### src/rtl/inst_fetch_if.sv
`default_nettype none
// ============================================================================
//  inst_fetch_if
//  ROM fetch bus, ID handoff and redirect signals of the instruction fetch unit.
//  Rev 1.0
// ============================================================================
interface inst_fetch_if #(
  parameter int ADDR_WIDTH = 32,
  parameter int DATA_WIDTH = 32,
  parameter int DEPTH      = 4
);
  localparam int CNT_WIDTH = $clog2(DEPTH) + 1;

  logic                  rom_ce_o;
  logic [ADDR_WIDTH-1:0] rom_addr_o;
  logic [DATA_WIDTH-1:0] rom_inst_i;
  logic                  id_ready_i;
  logic                  id_valid_o;
  logic [ADDR_WIDTH-1:0] id_pc_o;
  logic [DATA_WIDTH-1:0] id_inst_o;
  logic                  branch_flag_i;
  logic [ADDR_WIDTH-1:0] branch_target_i;
  logic                  flush_i;
  logic [ADDR_WIDTH-1:0] new_pc_i;
  logic [CNT_WIDTH-1:0]  count_o;

  modport master (
    output rom_ce_o, rom_addr_o, id_valid_o, id_pc_o, id_inst_o, count_o,
    input  rom_inst_i, id_ready_i, branch_flag_i, branch_target_i, flush_i, new_pc_i
  );

  modport slave (
    input  rom_ce_o, rom_addr_o, id_valid_o, id_pc_o, id_inst_o, count_o,
    output rom_inst_i, id_ready_i, branch_flag_i, branch_target_i, flush_i, new_pc_i
  );
endinterface
`default_nettype wire

### src/rtl/inst_fetch.sv
`default_nettype none
// ============================================================================
//  inst_fetch
//  Instruction fetch front end: drives the ROM, queues {pc, inst} pairs and
//  hands them to ID over valid/ready; branch/exception redirects flush it.
//  Rev 1.0
// ============================================================================
module inst_fetch #(
  parameter int                    ADDR_WIDTH = 32,
  parameter int                    DATA_WIDTH = 32,
  parameter int                    DEPTH      = 4,
  parameter logic [ADDR_WIDTH-1:0] RESET_PC   = '0
) (
  input  wire             clk,
  input  wire             rst,
  inst_fetch_if.master    bus
);
  localparam int c_ptr_w = $clog2(DEPTH);
  localparam int c_cnt_w = $clog2(DEPTH) + 1;
  localparam logic [ADDR_WIDTH-1:0] c_pc_step  = ADDR_WIDTH'(4);
  localparam logic [ADDR_WIDTH-1:0] c_align    = ~ADDR_WIDTH'(3);
  localparam logic [c_cnt_w-1:0]    c_full_cnt = c_cnt_w'(DEPTH);

  logic                  r_ce;
  logic [ADDR_WIDTH-1:0] r_pc;
  logic [c_ptr_w-1:0]    r_rd_ptr;
  logic [c_ptr_w-1:0]    r_wr_ptr;
  logic [c_cnt_w-1:0]    r_count;
  logic [ADDR_WIDTH-1:0] r_mem_pc   [DEPTH];
  logic [DATA_WIDTH-1:0] r_mem_inst [DEPTH];

  logic                  w_pop;
  logic                  w_redirect;
  logic                  w_full;
  logic                  w_fetch;
  logic                  w_empty;
  logic [ADDR_WIDTH-1:0] w_redirect_pc;

  always_comb begin
    w_empty       = (r_count == '0);
    w_full        = (r_count == c_full_cnt);
    w_pop         = ~w_empty & bus.id_ready_i;
    w_redirect    = bus.flush_i | bus.branch_flag_i;
    w_fetch       = r_ce & ~w_redirect & (~w_full | w_pop);
    // Exception redirect outranks a branch; targets are word-aligned by masking.
    w_redirect_pc = (bus.flush_i ? bus.new_pc_i : bus.branch_target_i) & c_align;
  end

  always_ff @(posedge clk or posedge rst) begin
    if (rst) begin
      r_ce     <= 1'b0;
      r_pc     <= RESET_PC;
      r_rd_ptr <= '0;
      r_wr_ptr <= '0;
      r_count  <= '0;
    end else begin
      r_ce <= 1'b1;
      if (w_redirect) begin
        r_pc     <= w_redirect_pc;
        r_rd_ptr <= '0;
        r_wr_ptr <= '0;
        r_count  <= '0;
      end else begin
        if (w_fetch) begin
          r_pc     <= r_pc + c_pc_step;
          r_wr_ptr <= r_wr_ptr + c_ptr_w'(1);
        end
        if (w_pop) begin
          r_rd_ptr <= r_rd_ptr + c_ptr_w'(1);
        end
        case ({w_fetch, w_pop})
          2'b10:   r_count <= r_count + c_cnt_w'(1);
          2'b01:   r_count <= r_count - c_cnt_w'(1);
          default: r_count <= r_count;
        endcase
      end
    end
  end

  // Queue storage needs no reset: occupancy alone decides what is visible.
  always_ff @(posedge clk) begin
    if (w_fetch) begin
      r_mem_pc[r_wr_ptr]   <= r_pc;
      r_mem_inst[r_wr_ptr] <= bus.rom_inst_i;
    end
  end

  assign bus.rom_ce_o   = r_ce;
  assign bus.rom_addr_o = r_pc;
  assign bus.id_valid_o = ~w_empty;
  assign bus.id_pc_o    = w_empty ? '0 : r_mem_pc[r_rd_ptr];
  assign bus.id_inst_o  = w_empty ? '0 : r_mem_inst[r_rd_ptr];
  assign bus.count_o    = r_count;

endmodule
`default_nettype wire
### src/flat_wrapper.sv
// flat-port wrapper written by rule: the top's interface ports become plain ports
module inst_fetch_flat 
#(
  parameter int                    ADDR_WIDTH = 32,
  parameter int                    DATA_WIDTH = 32,
  parameter int                    DEPTH      = 4,
  parameter logic [ADDR_WIDTH-1:0] RESET_PC   = '0
)
  (clk, rst, bus_rom_ce_o, bus_rom_addr_o, bus_id_valid_o, bus_id_pc_o, bus_id_inst_o, bus_count_o, bus_rom_inst_i, bus_id_ready_i, bus_branch_flag_i, bus_branch_target_i, bus_flush_i, bus_new_pc_i);
  inst_fetch_if #(.ADDR_WIDTH(ADDR_WIDTH), .DATA_WIDTH(DATA_WIDTH), .DEPTH(DEPTH)) bus_i ();
  input  wire clk;
  input  wire rst;
  output wire logic [$bits(bus_i.rom_ce_o)-1:0] bus_rom_ce_o;
  output wire logic [$bits(bus_i.rom_addr_o)-1:0] bus_rom_addr_o;
  output wire logic [$bits(bus_i.id_valid_o)-1:0] bus_id_valid_o;
  output wire logic [$bits(bus_i.id_pc_o)-1:0] bus_id_pc_o;
  output wire logic [$bits(bus_i.id_inst_o)-1:0] bus_id_inst_o;
  output wire logic [$bits(bus_i.count_o)-1:0] bus_count_o;
  input wire logic [$bits(bus_i.rom_inst_i)-1:0] bus_rom_inst_i;
  input wire logic [$bits(bus_i.id_ready_i)-1:0] bus_id_ready_i;
  input wire logic [$bits(bus_i.branch_flag_i)-1:0] bus_branch_flag_i;
  input wire logic [$bits(bus_i.branch_target_i)-1:0] bus_branch_target_i;
  input wire logic [$bits(bus_i.flush_i)-1:0] bus_flush_i;
  input wire logic [$bits(bus_i.new_pc_i)-1:0] bus_new_pc_i;
  assign bus_rom_ce_o = bus_i.rom_ce_o;
  assign bus_rom_addr_o = bus_i.rom_addr_o;
  assign bus_id_valid_o = bus_i.id_valid_o;
  assign bus_id_pc_o = bus_i.id_pc_o;
  assign bus_id_inst_o = bus_i.id_inst_o;
  assign bus_count_o = bus_i.count_o;
  assign bus_i.rom_inst_i = bus_rom_inst_i;
  assign bus_i.id_ready_i = bus_id_ready_i;
  assign bus_i.branch_flag_i = bus_branch_flag_i;
  assign bus_i.branch_target_i = bus_branch_target_i;
  assign bus_i.flush_i = bus_flush_i;
  assign bus_i.new_pc_i = bus_new_pc_i;
  inst_fetch #(.ADDR_WIDTH(ADDR_WIDTH), .DATA_WIDTH(DATA_WIDTH), .DEPTH(DEPTH), .RESET_PC(RESET_PC)) u_core (.clk(clk), .rst(rst), .bus(bus_i));
endmodule
### config.mk
export PLATFORM = sky130hd
export DESIGN_NAME = inst_fetch_flat
export DESIGN_NICKNAME = d
export VERILOG_FILES = /design/src/rtl/inst_fetch_if.sv /design/src/rtl/inst_fetch.sv /design/src/flat_wrapper.sv
export SDC_FILE = /design/constraint.sdc
export NUM_CORES = 1
export LEC_CHECK = 0
export CAP_MARGIN = 20
export CORE_MARGIN = 1
export CORE_UTILIZATION = 45
export CTS_CLUSTER_DIAMETER = 200
export DETAILED_ROUTE_END_ITERATION = 16
export GPL_ROUTABILITY_DRIVEN = 0
export PLACE_DENSITY_LB_ADDON = 0.3
export SYNTH_ARGS = -nofsm -noshare
export SYNTH_HDL_FRONTEND = slang
export SYNTH_SLANG_ARGS = --single-unit
### constraint.sdc
create_clock -name clk -period 3.5 [get_ports clk]
set_input_delay 0.7 -clock clk [delete_from_list [all_inputs] [get_ports clk]]
set_output_delay 0.7 -clock clk [all_outputs]
set_load 0.01 [all_outputs]
==> results of run 1 <==
-- sequential cells by signal, indices dropped and copies added, names as in the netlist --
name                   flops
u_core.r_mem_inst        128
u_core.r_mem_pc          120
u_core.bus.rom_addr_o     30
u_core.bus.count_o         3
u_core.r_rd_ptr            2
u_core.r_wr_ptr            2
u_core.bus.rom_ce_o        1
-- per-stage QoR --
step	setup WS [ns]	cell area, µm²	cells	util (%)
4_1_cts	0.02873	15390	1256	59.07
2_1_floorplan	0.0006344	11980	697	-
3_3_place_gp	0.5771	14440	1203	55.41
3_5_place_dp	0.5488	14440	1203	55.41
6_report	0.2518	15480	1265	59.42
5_1_grt	0.1460	15480	1265	59.42
-- worst register-to-register path, cell delays in order (launching register included) --
cell and delay (ns):
sky130_fd_sc_hd__dfrtp_1 0.49, sky130_fd_sc_hd__o31ai_1 0.64, sky130_fd_sc_hd__a21oi_1 0.13, sky130_fd_sc_hd__fa_1 0.43, sky130_fd_sc_hd__nor3_1 0.17, sky130_fd_sc_hd__a31oi_1 0.08, sky130_fd_sc_hd__xnor2_1 0.16, sky130_fd_sc_hd__and2_1 0.15
-- what timing repair did --
action | CTS | global route
buffers inserted | 0 | 8
endpoints found under the hold margin | 0 | 0
resized for setup | 0 | 1
endpoints found under the setup margin | 0 | 3
hold buffers | 0 | 0
-- final cells by class --
| class | count | area, µm² | area share [%] |
|---|---|---|---|
| Tap cell | 335 | 419.2 | 2.707 |
| Sequential cell | 286 | 8406 | 54.28 |
| Clock inverter | 15 | 155.1 | 1.002 |
| Multi-Input combinational cell | 361 | 3393 | 21.91 |
| Clock buffer | 38 | 799.5 | 5.163 |
| Inverter | 8 | 30.03 | 0.1939 |
| Timing Repair Buffer | 222 | 2282 | 14.74 |
-- path summary, 6_finish.rpt --
kind                                             endpoint  cells past startpoint
worst max-delay path                      bus_id_pc_o[11]                      4
worst min-delay path            u_core.bus.rom_addr_o[14]                      2
worst max register to register      u_core.bus.count_o[2]                      7
worst min register to register         u_core.r_wr_ptr[1]                      2
max in group asynchronous       u_core.bus.rom_addr_o[10]                      4
min in group clk                       u_core.r_wr_ptr[1]                      2
-- where the power goes --
group	internal [µW]	total, µW	switching, µW
logic	388	690	302
registers	3810	3940	129
clock network	1820	3060	1230
-- cells by family (layout without fill, tap and decap cells) --
logic type                 after synthesis  in the layout
xor gates and xnor gates                24             24
adders and majority gates                6              6
buffers and inverters                   50            283
muxes                                   72             72
other                                    2              5
and+or+nand+nor                        178            178
DFF                                    286            286
AOI/OAI and AO/OA                       76             76
-- routing by layer --
metal  global-route usage [%]  routed length [µm]  vias to the layer above
met3                    4.096                1806                       29
li1                         -                   -                     3149
met2                    31.30               12310                      259
met1                    27.15               11220                     3511
met4                    4.128                 308                        0
met5                        0                   0                        -
-- cell usage in the layout (no fill, tap or decap), drive strengths merged, types with 17 or more instances in the layout --
| cell | n |
|---|---|
| a21oi | 26 |
| and2 | 63 |
| buf | 29 |
| clkbuf | 38 |
| clkdlybuf4s50 | 193 |
| dfrtp | 38 |
| edfxtp | 248 |
| mux4 | 62 |
| nand2 | 19 |
| nand3 | 21 |
| nor2 | 22 |
| xor2 | 17 |
==> results.md, run 1 <==
- Number of fill cells in the layout: 2018
- Unrepaired setup endpoints after global routing: no
- Worst slew slack as a fraction of its limit: 32.68%
- Number of synthesized register bits: 286
- I/O pins: 202
- Pin count of the biggest net entering global routing: 63
- Min-Delay Path Class: in2async
- FF-to-FF setup slack: 1.14 ns
- Critical Path Start: u_core.r_rd_ptr[1]
- Top Family by Delay on Critical Path: buffers and inverters
- Run status: finished clean
- Share of the yosys chip area belonging to registers: 70.19%
- Achievable Freq: 0.3079 GHz
- Type of element capturing the critical path: primary output
- CTS Root Buffer Type: sky130_fd_sc_hd__clkbuf_16
- Maximum clock path buffer count: 3
- Largest cells by area after synthesis: sky130_fd_sc_hd__edfxtp_1, sky130_fd_sc_hd__mux4_2, sky130_fd_sc_hd__dfrtp_1
- Pins Over Slew Limit: 0
- Peak supply drop: 0.2900 mV
- Number of placement rows: 59
- Cells after synthesis: 694
- Number of design rule violations left after detail routing: 0
- Simple-gate portion of the synthesized area: 8.963%
- Vertical die dimension: 165.1 µm
- Share of layout cells above drive strength 1: 16.56%
- Total congestion overflow after global routing: 0
- Launch point of the worst reg-to-reg path: u_core.bus.count_o[0]
- Share of the cycle needed by the critical path after routing: 92.80%
- Post-synthesis adder-cell area fraction: 0.6902%
- Area share of the largest cell type after synthesis: 62.25%
- Vias in the first global route: 7029
- Clock input transition at the sequential cells of the worst setup and hold paths: 0.06 ns
- CP Class: reg2out
- Static leakage power: 0.005110 µW
- Fraction of registers with async set/reset: 13.29%
- Most numerous cell types in the synthesized netlist: sky130_fd_sc_hd__edfxtp_1, sky130_fd_sc_hd__and2_1, sky130_fd_sc_hd__mux4_2
- Synthesized area divided by synthesized cell count: 17.24 µm²
- Final Net Count: 1015
- Sum Neg Setup Slack: 0 ns
- Compound-cell area share of the yosys netlist: 4.047%
- Combined global-route utilization of all metal layers: 19.37%
- H-tree depth reported by CTS: 1
- Distinct cell type count of the synthesized netlist: 56
- P&R area growth vs syn: 29.43%
- Area enclosed by the die boundary: 27240 µm²
- XOR/XNOR Fraction of Synth Area: 1.757%
- Clock sinks: 286
- Sum of buffers and inverters on the critical path: 2
- Total detailed-routing wirelength: 25650 µm
- Slowest cell on the critical path: sky130_fd_sc_hd__dfrtp_4
- Share of synthesized area spent on multiplexers: 12.52%
- Initial antenna violation count: 1
- Least-Margin Pin Slew: 1.010 ns
- Main combinational cell family by area after synthesis: multiplexers
- Kind of start point of the critical path: flop
- Count of antenna diodes in the layout: 0
- TritonCTS Buffers: 29
- Power after layout: 7683 µW
- Latest clock arrival within the worst-skew pair: 0.53 ns
- Number of buffer cells added on primary ports: 193
- Setup violations, final: 0
- Critical path data arrival time: 2.55 ns
- Clock tree from TritonCTS: built
- Clock period minus final worst setup slack: 3.248 ns
- Library cell with the highest instance count after synthesis: sky130_fd_sc_hd__edfxtp_1
- Longest individual stage delay on the worst path: 0.60 ns
- Post-detailed-placement half-perimeter wirelength: 16120 µm
- Remaining antenna violation count after routing: 0
- PD cells: 496.1 nW/µm²
- Worst-path fanout max: 48
- Chip width: 165.1 µm
- Avg WL per Cell: 20.27 µm
- Post-synthesis cell area: 11960 µm²
- Predominant post-synthesis flop cell: sky130_fd_sc_hd__edfxtp_1
- Global-route wire length before repair: 39760 µm
- Cell taking the most area after synthesis: sky130_fd_sc_hd__edfxtp_1
- Maximum Capacitance Violations: 0
- CP Data Required Time: 2.80 ns
- Yosys synthesis warning count: 0
- Hold slack: 0.3654 ns
- Cells along the critical path: buf_12, mux4_2, and2_1, clkdlybuf4s50_1
- Number of enable flip-flop cells after synthesis: 248
- Via Count: 6948
- Via count normalized by instance count: 5.492
- Effective utilization at floorplan: 45.91%
- Std-Cell Core Area: 26060 µm²
- Pre-antenna DRT Iters: 5
- First DRT Iteration DRCs: 486
- Largest clock skew in the final design: 0.007149 ns
- Hold violation count in the final report: 0
No activity file was read; power rests on OpenSTA's default activity.
==> inputs of run 2 (changes only) <==
Settings changed: CORE_MARGIN 1 to unset.
Clock period 3.5 ns to 2.7 ns, I/O delays scaled along.
==> results.md, run 2 (same netlist as run 1, synthesis figures left out) <==
- FF-to-FF setup slack: 0.57 ns (-0.57 ns)
- P&R area growth vs syn: 33.95%
- Worst setup margin: -0.02379 ns (-0.2756 ns)
- Count of antenna diodes in the layout: 0 (unchanged)
- Slowest cell on the critical path: sky130_fd_sc_hd__dfrtp_4
- Sequential Power Share: 50.6% (-0.7 points)
- Placed cell count: 1226 (+1.9%)
- Top library cells by usage in the layout, fill and taps aside: sky130_fd_sc_hd__edfxtp_1, sky130_fd_sc_hd__clkdlybuf4s50_1, sky130_fd_sc_hd__mux4_2
- Min-Delay Path Class: in2async
- Initial antenna violation count: 0 (-1)
- Launch point of the worst reg-to-reg path: u_core.bus.rom_addr_o[11]
- Internal portion of total power: 7828 µW (+30%)
- Number of cells in the finished layout apart from fillers: 1312 (+3.7%)
- Maximum Capacitance Violations: 0 (unchanged)
- Final Net Count: 1064 (+4.8%)
- Post-detailed-placement half-perimeter wirelength: 17010 µm (+5.5%)
- Core utilization of the finished layout: 61.50% (+2.1 points)
- Number of buffer cells added on primary ports: 193 (unchanged)
- Pin count of the biggest net entering global routing: 38 (-40%)
- Share of layout cells above drive strength 1: 29.17% (+13 points)
- Via count normalized by instance count: 5.388 (-1.9%)
- Maximum clock path buffer count: 3 (unchanged)
- Worst-path fanout max: 10 (-79%)
- CTS Root Buffer Type: sky130_fd_sc_hd__clkbuf_16
- Latest clock arrival within the worst-skew pair: 0.53 ns (about the same)
- Chip width: 165.1 µm (unchanged)
- Number of design rule violations left after detail routing: 0 (unchanged)
- First DRT Iteration DRCs: 504 (+3.7%)
- Longest individual stage delay on the worst path: 0.51 ns (-0.09 ns)
- Area enclosed by the die boundary: 27240 µm² (unchanged)
- Largest clock skew in the final design: 0.007914 ns (+0.0007649 ns)
- Clock period minus final worst setup slack: 2.724 ns
- Critical path's most frequent cell: sky130_fd_sc_hd__buf_4
- Share of total power in the clock network: 39.3% (-0.5 points)
- Peak supply drop: 0.4256 mV (+47%)
- Combined global-route utilization of all metal layers: 20.80% (+1.4 points)
- Least-Margin Pin Slew: 0.7977 ns (-0.2121 ns)
- Achievable Freq: 0.3671 GHz
- Clock input transition at the sequential cells of the worst setup and hold paths: 0.06 ns (about the same)
- Type of element capturing the critical path: primary output
- H-tree depth reported by CTS: 1 (unchanged)
- Clock tree from TritonCTS: built
- Critical path data arrival time: 2.18 ns (-0.37 ns)
- Failing checks: negative setup slack
- Depth of the most critical reg-to-reg path: 5 (-2)
- Total net switching power: 2185 µW (+31%)
- Effective utilization at floorplan: 45.91% (unchanged)
- PD cells: 624.8 nW/µm² (+26%)
- Flip-flop count of the largest register after layout: 128 (unchanged)
- TritonCTS Buffers: 29 (unchanged)
- Via Count: 7069 (+1.7%)
- CP Class: reg2out
- Worst slew slack as a fraction of its limit: 46.76% (+14 points)
- Kind of start point of the critical path: flop
- Net switching fraction of the power: 21.82% (+0.15 points)
- Top Family by Delay on Critical Path: buffers and inverters
- Hold violation count in the final report: 0 (unchanged)
- Leading cell type in the layout, fill and taps excluded: sky130_fd_sc_hd__edfxtp_1
- Total congestion overflow after global routing: 0 (unchanged)
- Unrepaired setup endpoints after global routing: yes
- Clock sinks: 286 (unchanged)
- Avg WL per Cell: 21.08 µm (+4.0%)
- Hold_buf cts: 0 (unchanged)
- I/O pins: 202 (unchanged)
- Total detailed-routing wirelength: 27660 µm (+7.8%)
- Number of placement rows: 59 (unchanged)
- Vertical die dimension: 165.1 µm (unchanged)
- Share of the cycle needed by the critical path after routing: 100.9%
- Portion of total power attributed to combinational logic: 10.0% (+1.0 points)
- Global-route wire length before repair: 41910 µm (+5.4%)
- Vias in the first global route: 7183 (+2.2%)
- Static leakage power: 0.005589 µW (+9.4%)
- Pre-antenna DRT Iters: 5 (unchanged)
- Destination of the worst register-to-register timing path: u_core.bus.rom_addr_o[29]
- Setup violations, final: 23 (+23)
- Hold slack: 0.4689 ns (+0.1035 ns)
- CP Data Required Time: 2.16 ns (-0.64 ns)
- Cells along the critical path: buf_4, buf_12, buf_4, mux4_2, and2_4, buf_2
- Remaining antenna violation count after routing: 0 (unchanged)
- Std-Cell Core Area: 26060 µm² (unchanged)
- Pins Over Slew Limit: 0 (unchanged)
- Sum of buffers and inverters on the critical path: 4 (+2)
- Run status: complete, but fails checks
- Register ranked first by flip-flop count: u_core.r_mem_inst
==> run 2: final cells by class <==
cell class	count	area, µm²
Clock buffer	35	748.2
Fill cell	1962	10030
Inverter	8	30.03
Timing Repair Buffer	271	2778
Tap cell	335	419.2
Sequential cell	286	8406
Clock inverter	16	188.9
Multi-Input combinational cell	361	3456
==> run 2: how the worst max path moves through the flow <==
stage | cells after the start | endpoint | slack, ns | start
4_1_cts | 6 | bus_id_pc_o[24] | -0.13 | u_core.r_rd_ptr[0]
3_5_place_dp | 7 | u_core.bus.rom_addr_o[3] | 0.16 | bus_id_ready_i
5_1_grt | 6 | bus_id_inst_o[21] | -0.1 | u_core.r_rd_ptr[0]
2_1_floorplan | 5 | u_core.r_mem_inst[0][0] | 0.02 | bus_flush_i
3_3_place_gp | 7 | u_core.bus.rom_addr_o[29] | 0.20 | bus_id_ready_i
6_report | 6 | bus_id_pc_o[12] | -0.02 | u_core.r_rd_ptr[0]
==> run 2: through the flow <==
stage               total power, µW  setup TNS [ns]  instance area (µm²)  setup slack, ns
finish                        10010         -0.2401                16030         -0.02379
global route                  10340          -2.553                16030         -0.09944
CTS                           10090          -1.750                15950          -0.1336
detailed placement             6126               0                14710           0.1618
global placement               6108               0                14710           0.1977
floorplan                      5535               0                11980          0.01941
==> run 2: worst reg2reg max path: cells and delay by family, from the launching register on <==
family,cells,cell delay [ns]
DFF,1,0.57
and+or+nand+nor,5,1.49
==> run 2: per-layer routing <==
layer	up-vias	global-route usage, %	part of all wire (%)
li1	3255	-	-
met1	3539	28.93	44
met2	237	34.12	48
met3	38	3.971	6.6
met4	0	4.545	1.7
met5	-	0	0
==> run 2: power groups by stage <==
stage	Combinational (µW)	Sequential (µW)	Clock [µW]
global route	1090	5080	4160
CTS	999	5070	4020
floorplan	381	5150	0
global placement	952	5160	0
detailed placement	962	5160	0
finish	1010	5070	3940
==> run 2: repair_timing <==
action	4_1_cts	5_1_grt
gates cloned	5	1
endpoints found under the setup margin	63	45
pin swaps	3	5
buffers inserted	24	8
resized for setup	259	51
